$ cat config.mk
export PLATFORM = sky130hd
export DESIGN_NAME = writeback_retire
export DESIGN_NICKNAME = d
export VERILOG_FILES = /design/src/rtl/writeback_retire_pkg.sv /design/src/rtl/wb_skid_buf.sv /design/src/rtl/writeback_retire.sv
export SDC_FILE = /design/constraint.sdc
export NUM_CORES = 1
export LEC_CHECK = 0
export ABC_CLOCK_PERIOD_IN_PS = 4300
export CAP_MARGIN = 20
export CELL_PAD_IN_SITES_DETAIL_PLACEMENT = 0
export CELL_PAD_IN_SITES_GLOBAL_PLACEMENT = 1
export CORE_MARGIN = 1.5
export CORE_UTILIZATION = 41
export CTS_CLUSTER_SIZE = 25
export DETAILED_ROUTE_END_ITERATION = 7
export PLACE_DENSITY = 0.94
export SLEW_MARGIN = 30
export SYNTH_ARGS = -nofsm -noshare
export SYNTH_HDL_FRONTEND = slang
export SYNTH_SLANG_ARGS = --single-unit
$ cat constraint.sdc
create_clock -name clk -period 4.3 [get_ports clk]
set_input_delay 0.645 -clock clk [delete_from_list [all_inputs] [get_ports clk]]
set_output_delay 0.645 -clock clk [all_outputs]
set_load 0.005 [all_outputs]
$ cat src/rtl/writeback_retire_pkg.sv
// Shared types for the writeback/retire stage: lane payload, retire bundle and skid FSM states.
package writeback_retire_pkg;

  localparam int unsigned LANES_MAX = 4;
  localparam int unsigned REG_W     = 5;
  localparam int unsigned WB_ADDR_W = 30;
  localparam int unsigned WB_XLEN   = 32;
  localparam int unsigned INSN_W    = 32;

  typedef struct packed {
    logic                 valid;
    logic [WB_ADDR_W-1:0] addr;
    logic [INSN_W-1:0]    insn;
    logic [REG_W-1:0]     rd;
    logic                 rd_we;
    logic [WB_XLEN-1:0]   rd_data;
    logic                 exc;
  } WbLane;

  typedef struct packed {
    logic [LANES_MAX-1:0]                valid;
    logic [LANES_MAX-1:0]                rf_we;
    logic [LANES_MAX-1:0][REG_W-1:0]     waddr;
    logic [LANES_MAX-1:0][WB_XLEN-1:0]   wdata;
    logic [LANES_MAX-1:0][WB_ADDR_W-1:0] addr;
    logic [LANES_MAX-1:0][INSN_W-1:0]    insn;
    logic                                exc;
    logic [WB_ADDR_W-1:0]                exc_addr;
  } RetireBundle;

  typedef enum logic {StEmpty, StFull} skid_state_e;

  function automatic logic [2:0] popcount4(input logic [LANES_MAX-1:0] v);
    logic [2:0] c;
    c = '0;
    for (int i = 0; i < LANES_MAX; i++) c = c + {2'b00, v[i]};
    return c;
  endfunction

endpackage

$ cat src/rtl/wb_skid_buf.sv
// One-entry skid register with EMPTY/FULL FSM; ready is registered from the next state.
module wb_skid_buf
  import writeback_retire_pkg::*;
#(
  parameter type T = logic
) (
  input  logic clk,
  input  logic rst,
  input  logic stall,
  input  logic flush,
  input  logic accept,
  input  T     din,
  output T     dout,
  output logic full,
  output logic ready
);

  skid_state_e state_q;
  T            data_q;
  logic        ready_q;

  always_ff @(posedge clk or negedge rst) begin
    if (!rst) begin
      state_q <= StEmpty;
      data_q  <= '0;
      ready_q <= 1'b0;
    end else if (flush) begin
      state_q <= StEmpty;
      ready_q <= 1'b1;
    end else begin
      unique case (state_q)
        StEmpty: begin
          if (stall && accept) begin
            data_q  <= din;
            state_q <= StFull;
            ready_q <= 1'b0;
          end else begin
            ready_q <= 1'b1;
          end
        end
        StFull: begin
          if (!stall) begin
            state_q <= StEmpty;
            ready_q <= 1'b1;
          end
        end
      endcase
    end
  end

  assign dout  = data_q;
  assign full  = (state_q == StFull);
  assign ready = ready_q;

endmodule

$ cat src/rtl/writeback_retire.sv
// Multi-lane writeback/retire stage with exception squash, same-rd priority and a skid buffer.
// Define WB_INSTRET_EN to build the retired-instruction counter; otherwise instret is tied to 0.
module writeback_retire
  import writeback_retire_pkg::*;
#(
  parameter int unsigned ADDR_WIDTH = WB_ADDR_W,
  parameter int unsigned LANES      = 2,
  parameter int unsigned XLEN       = WB_XLEN,
  parameter int unsigned REG_W      = writeback_retire_pkg::REG_W,
  parameter int unsigned CNT_W      = 64
) (
  input  logic                        clk,
  input  logic                        rst,
  input  logic                        in_valid,
  output logic                        in_ready,
  input  logic [LANES-1:0]            in_lane_v,
  input  logic [LANES*ADDR_WIDTH-1:0] in_addr,
  input  logic [LANES*32-1:0]         in_insn,
  input  logic [LANES*REG_W-1:0]      in_rd,
  input  logic [LANES-1:0]            in_rd_we,
  input  logic [LANES*XLEN-1:0]       in_rd_data,
  input  logic [LANES-1:0]            in_exc,
  input  logic                        stall,
  input  logic                        flush,
  output logic [LANES-1:0]            rf_we,
  output logic [LANES*REG_W-1:0]      rf_waddr,
  output logic [LANES*XLEN-1:0]       rf_wdata,
  output logic [LANES-1:0]            ret_valid,
  output logic [LANES*ADDR_WIDTH-1:0] ret_addr,
  output logic [LANES*32-1:0]         ret_insn,
  output logic                        ret_exc,
  output logic [ADDR_WIDTH-1:0]       ret_exc_addr,
  output logic [CNT_W-1:0]            instret
);

  typedef WbLane [LANES-1:0] lanes_t;

  lanes_t      in_bundle, skid_data, src;
  logic        accept, skid_full, src_valid;
  RetireBundle ret_d, ret_q;
  logic [LANES-1:0] we_pre;
  logic        squash;

  always_comb begin
    in_bundle = '0;
    for (int i = 0; i < LANES; i++) begin
      in_bundle[i].valid   = in_lane_v[i];
      in_bundle[i].addr    = in_addr[i*ADDR_WIDTH +: ADDR_WIDTH];
      in_bundle[i].insn    = in_insn[i*32 +: 32];
      in_bundle[i].rd      = in_rd[i*REG_W +: REG_W];
      in_bundle[i].rd_we   = in_rd_we[i];
      in_bundle[i].rd_data = in_rd_data[i*XLEN +: XLEN];
      in_bundle[i].exc     = in_exc[i];
    end
  end

  assign accept = in_valid & in_ready;

  wb_skid_buf #(
    .T (lanes_t)
  ) u_skid (
    .clk    (clk),
    .rst    (rst),
    .stall  (stall),
    .flush  (flush),
    .accept (accept),
    .din    (in_bundle),
    .dout   (skid_data),
    .full   (skid_full),
    .ready  (in_ready)
  );

  // A parked bundle is older than anything on the input, so it always drains first.
  assign src       = skid_full ? skid_data : in_bundle;
  assign src_valid = skid_full | accept;

  always_comb begin
    ret_d  = '0;
    squash = 1'b0;
    we_pre = '0;
    for (int i = 0; i < LANES; i++) begin
      ret_d.addr[i]  = src[i].addr;
      ret_d.insn[i]  = src[i].insn;
      ret_d.waddr[i] = src[i].rd;
      ret_d.wdata[i] = src[i].rd_data;
      if (src_valid && src[i].valid && !squash) begin
        ret_d.valid[i] = 1'b1;
        if (src[i].exc) begin
          squash         = 1'b1;
          ret_d.exc      = 1'b1;
          ret_d.exc_addr = src[i].addr;
        end else begin
          we_pre[i] = src[i].rd_we && (src[i].rd != '0);
        end
      end
    end
    // Younger lane wins a same-rd collision.
    for (int i = 0; i < LANES; i++) begin
      ret_d.rf_we[i] = we_pre[i];
      for (int j = i + 1; j < LANES; j++) begin
        if (we_pre[j] && (src[j].rd == src[i].rd)) ret_d.rf_we[i] = 1'b0;
      end
    end
  end

  always_ff @(posedge clk or negedge rst) begin
    if (!rst) begin
      ret_q <= '0;
    end else if (flush) begin
      ret_q <= '0;
    end else if (stall) begin
      ret_q.valid <= '0;
      ret_q.rf_we <= '0;
      ret_q.exc   <= 1'b0;
    end else begin
      ret_q <= ret_d;
    end
  end

  assign rf_we        = ret_q.rf_we[LANES-1:0];
  assign ret_valid    = ret_q.valid[LANES-1:0];
  assign ret_exc      = ret_q.exc;
  assign ret_exc_addr = ret_q.exc_addr;

  for (genvar g = 0; g < LANES; g++) begin : g_out
    assign rf_waddr[g*REG_W +: REG_W]           = ret_q.waddr[g];
    assign rf_wdata[g*XLEN +: XLEN]             = ret_q.wdata[g];
    assign ret_addr[g*ADDR_WIDTH +: ADDR_WIDTH] = ret_q.addr[g];
    assign ret_insn[g*32 +: 32]                 = ret_q.insn[g];
  end

  logic unused_ret;
  assign unused_ret = ^ret_q;

`ifdef WB_INSTRET_EN
  logic [2:0]       ret_cnt;
  logic [CNT_W-1:0] instret_q;

  // The excepting lane shows in ret_valid but did not complete.
  assign ret_cnt = popcount4(ret_q.valid) - {2'b00, ret_q.exc};

  always_ff @(posedge clk or negedge rst) begin
    if (!rst) instret_q <= '0;
    else      instret_q <= instret_q + CNT_W'(ret_cnt);
  end

  assign instret = instret_q;
`else
  assign instret = '0;
`endif

endmodule
==> key figures <==
Global route
  • GRT Util Overall: 0.219
  • Gr ovfl total: 0
  • M2 GR Usage: 0.369
  • Initial antenna violation count: 9
  • GR peak layer: met2
  • Vias in the first global route: 15500
  • M1 GR Usage: 0.271
  • M3 GR Usage: 0.0665
  • Pin count of the biggest net entering global routing: 220
  • First-pass GRT wire length: 87800 um

Worst setup path
  • Setup CP Type: reg2reg
  • Setup crit end kind: flip-flop
  • Reg2Reg Depth: 6
  • Req. time, crit path: 4790 ps
  • Crit-path max FO: 46
  • Worst EP arrival: 3120 ps
  • Startpoint types: flip-flop

Timing
  • Setup Viol. Count Final: 0
  • Clock Skew: 17.2 ps
  • Final setup TNS: 0 ps
  • Slew headroom: 0.319
  • Fin. Hold Viols: 0
  • Max Slew Vio Count: 0
  • Worst-margin pin slew: 1020 ps
  • Min setup slack post-route: 1680 ps
  • Tcrit/Tclk final: 0.610
  • Period minus WS final: 2620 ps
  • RSZ-0062 raised after global routing: false
  • Fmax: 381 MHz

Routing
  • Post-DR vias/cell: 5.16
  • Antenna Nets Post-Route: 0
  • Drt total wl: 56700 um
  • DR vias: 15300
  • TritonRoute pass-1 iters: 5
  • Avg WL per Cell: 19.2 um
  • Post-route DRC violation count: 0
  • Starting DRT DRC Count: 838

Floorplanning
  • Num ports: 507
  • Initial Utilization: 0.416
  • Die Area: 51000 sq um
  • # rows: 81
  • Die H: 226 um
  • Core area: 49000 sq um
  • Die span in x: 226 um

Yosys
  • Mapped Area: 20300 sq um
  • Avg Inst Size Synth: 10.8 sq um
  • Dominant synthesized flop cell: dfrtp_1
  • Mapped Cells: 1876
  • Synth warnings: 0
  • Post-synth top area share: 0.540
  • Post-synthesis cell type count: 37
  • Synth area leaders: dfrtp_1 (54%), mux2i_1 (9.7%), mux2_2 (8.6%)
  • #FFs+latches synth: 439
  • Cell taking the most area after synthesis: dfrtp_1
  • Post-synth EDFFs: 0
  • Async SR Flop Fraction: 1.00
  • Register area share after synthesis: 0.540

Place
  • Worst slack at placement: 1490 ps
  • Port Buffers: 442
  • Gpl congestion: 0.785
  • Post-DP HPWL: 36200 um

Layout
  • Most frequent cells in the layout: clkdlybuf4s50_1 (439), dfrtp_1 (438), nor2_1 (400)
  • # nets final: 2461
  • P&R area growth vs syn: 30.7%
  • Commonest non-fill, non-tap cell in the layout: clkdlybuf4s50_1
  • Share of post-route cells with drive strength above 1: 0.115
  • Post-route core utilization: 0.543

Power and ir drop
  • VDD IR-drop max: 0.365 mV
  • PD cells: 414 nW/um^2
  • Leak: 11.1 nW

Clocking
  • Clock-pin slew on the worst setup and hold paths: 60 ps
  • Clk_lat worst skew: 580 ps
  • CTS tree: built
  • Root Driver: clkbuf_16
  • Clk sinks: 439
  • CTS resizes: 0
  • CTS max path bufs: 3
  • Post-CTS setup buffer count: 0
  • TritonCTS buffer count: 47
  • CTS Hold Bufs: 0
  • H-tree level count: 2

Min path
  • Hold WC Path Type: in2async

Outcome
  • Run status: completed

Run
  • Max Cap Viol: 0
==> where the power goes <==
group	internal [mW]	total (mW)	switching [mW]
Sequential	4.71	5.09	0.373
Clock	2.44	4.12	1.68
Combinational	1.01	1.81	0.805
==> stage by stage <==
stage                     total power, mW  std cells  hold WS (ps)  instance area, sq um
after floorplan                      6.12       1939           349                 20600
after global placement               6.87       2867           466                 25000
after detailed placement             6.97       2867           475                 25000
after CTS                            11.1       2952           169                 26600
after global routing                 11.5       2955           192                 26600
final                                11.0       2956           122                 26600
==> final cells by class <==
type | instances | area, sq um
timing repair buffer | 468 | 4730
multi-input combinational | 1295 | 8460
sequential | 439 | 11000
fill | 4165 | 22300
clock buffer | 73 | 1420
inverter | 1 | 3.75
tap | 664 | 831
antenna | 4 | 10.0
clock inverter | 12 | 156
==> registers in the layout, indices dropped and copies added (netlist names) <==
| signal | cells |
|---|---|
| u_skid.dout | 204 |
| ret_insn | 64 |
| rf_wdata | 64 |
| ret_addr | 60 |
| ret_exc_addr | 30 |
| rf_waddr | 10 |
| ret_valid | 2 |
| rf_we | 2 |
| ret_exc | 1 |
| u_skid.full | 1 |
| u_skid.ready | 1 |
==> final timing paths <==
check,slack (ps),endpoint,startpoint
hold reg to reg,480,u_skid.dout[121],u_skid.dout[121]
min in group clk,480,u_skid.dout[121],u_skid.dout[121]
max in group asynchronous,3050,rf_wdata[27],rst
setup / recovery,1680,ret_exc_addr[7],u_skid.full
hold / removal,120,ret_insn[45],rst
setup reg to reg,1680,ret_exc_addr[7],u_skid.full
==> critical path, stage by stage, from the launching register on <==
cell	delay [ps]
dfrtp_4	940
nand2_1	110
buf_4	290
a22oi_2	500
buf_4	380
a21oi_1	60
o21ai_0	180
==> synth_stat cells, types with 4 or more instances <==
master    instances
dfrtp_1         439
nor2_1          401
a21oi_1         229
mux2i_1         198
mux2_2          155
buf_4            95
clkbuf_1         70
mux2_1           48
nand2_1          39
o21ai_0          35
a22o_1           30
o22a_1           30
o21ai_1          27
buf_2            25
buf_1            14
xnor2_1           9
or4_1             4
==> cell families after synthesis <==
group                     count (synthesis)  synth area share
and+or+nand+nor                         459            0.0876
DFF                                     439             0.540
muxes                                   401             0.210
AOI/OAI and AO/OA                       361             0.101
buffers and inverters                   205            0.0569
xor gates and xnor gates                 10           0.00431
other                                     1          0.000184
==> per-layer routing <==
layer / routed length, um / vias to the layer above
li1: - / 7098
met4: 1430 / 8
met5: 54 / -
met3: 4270 / 94
met1: 23300 / 7616
met2: 27600 / 449
(Power assumes the default switching activity.)
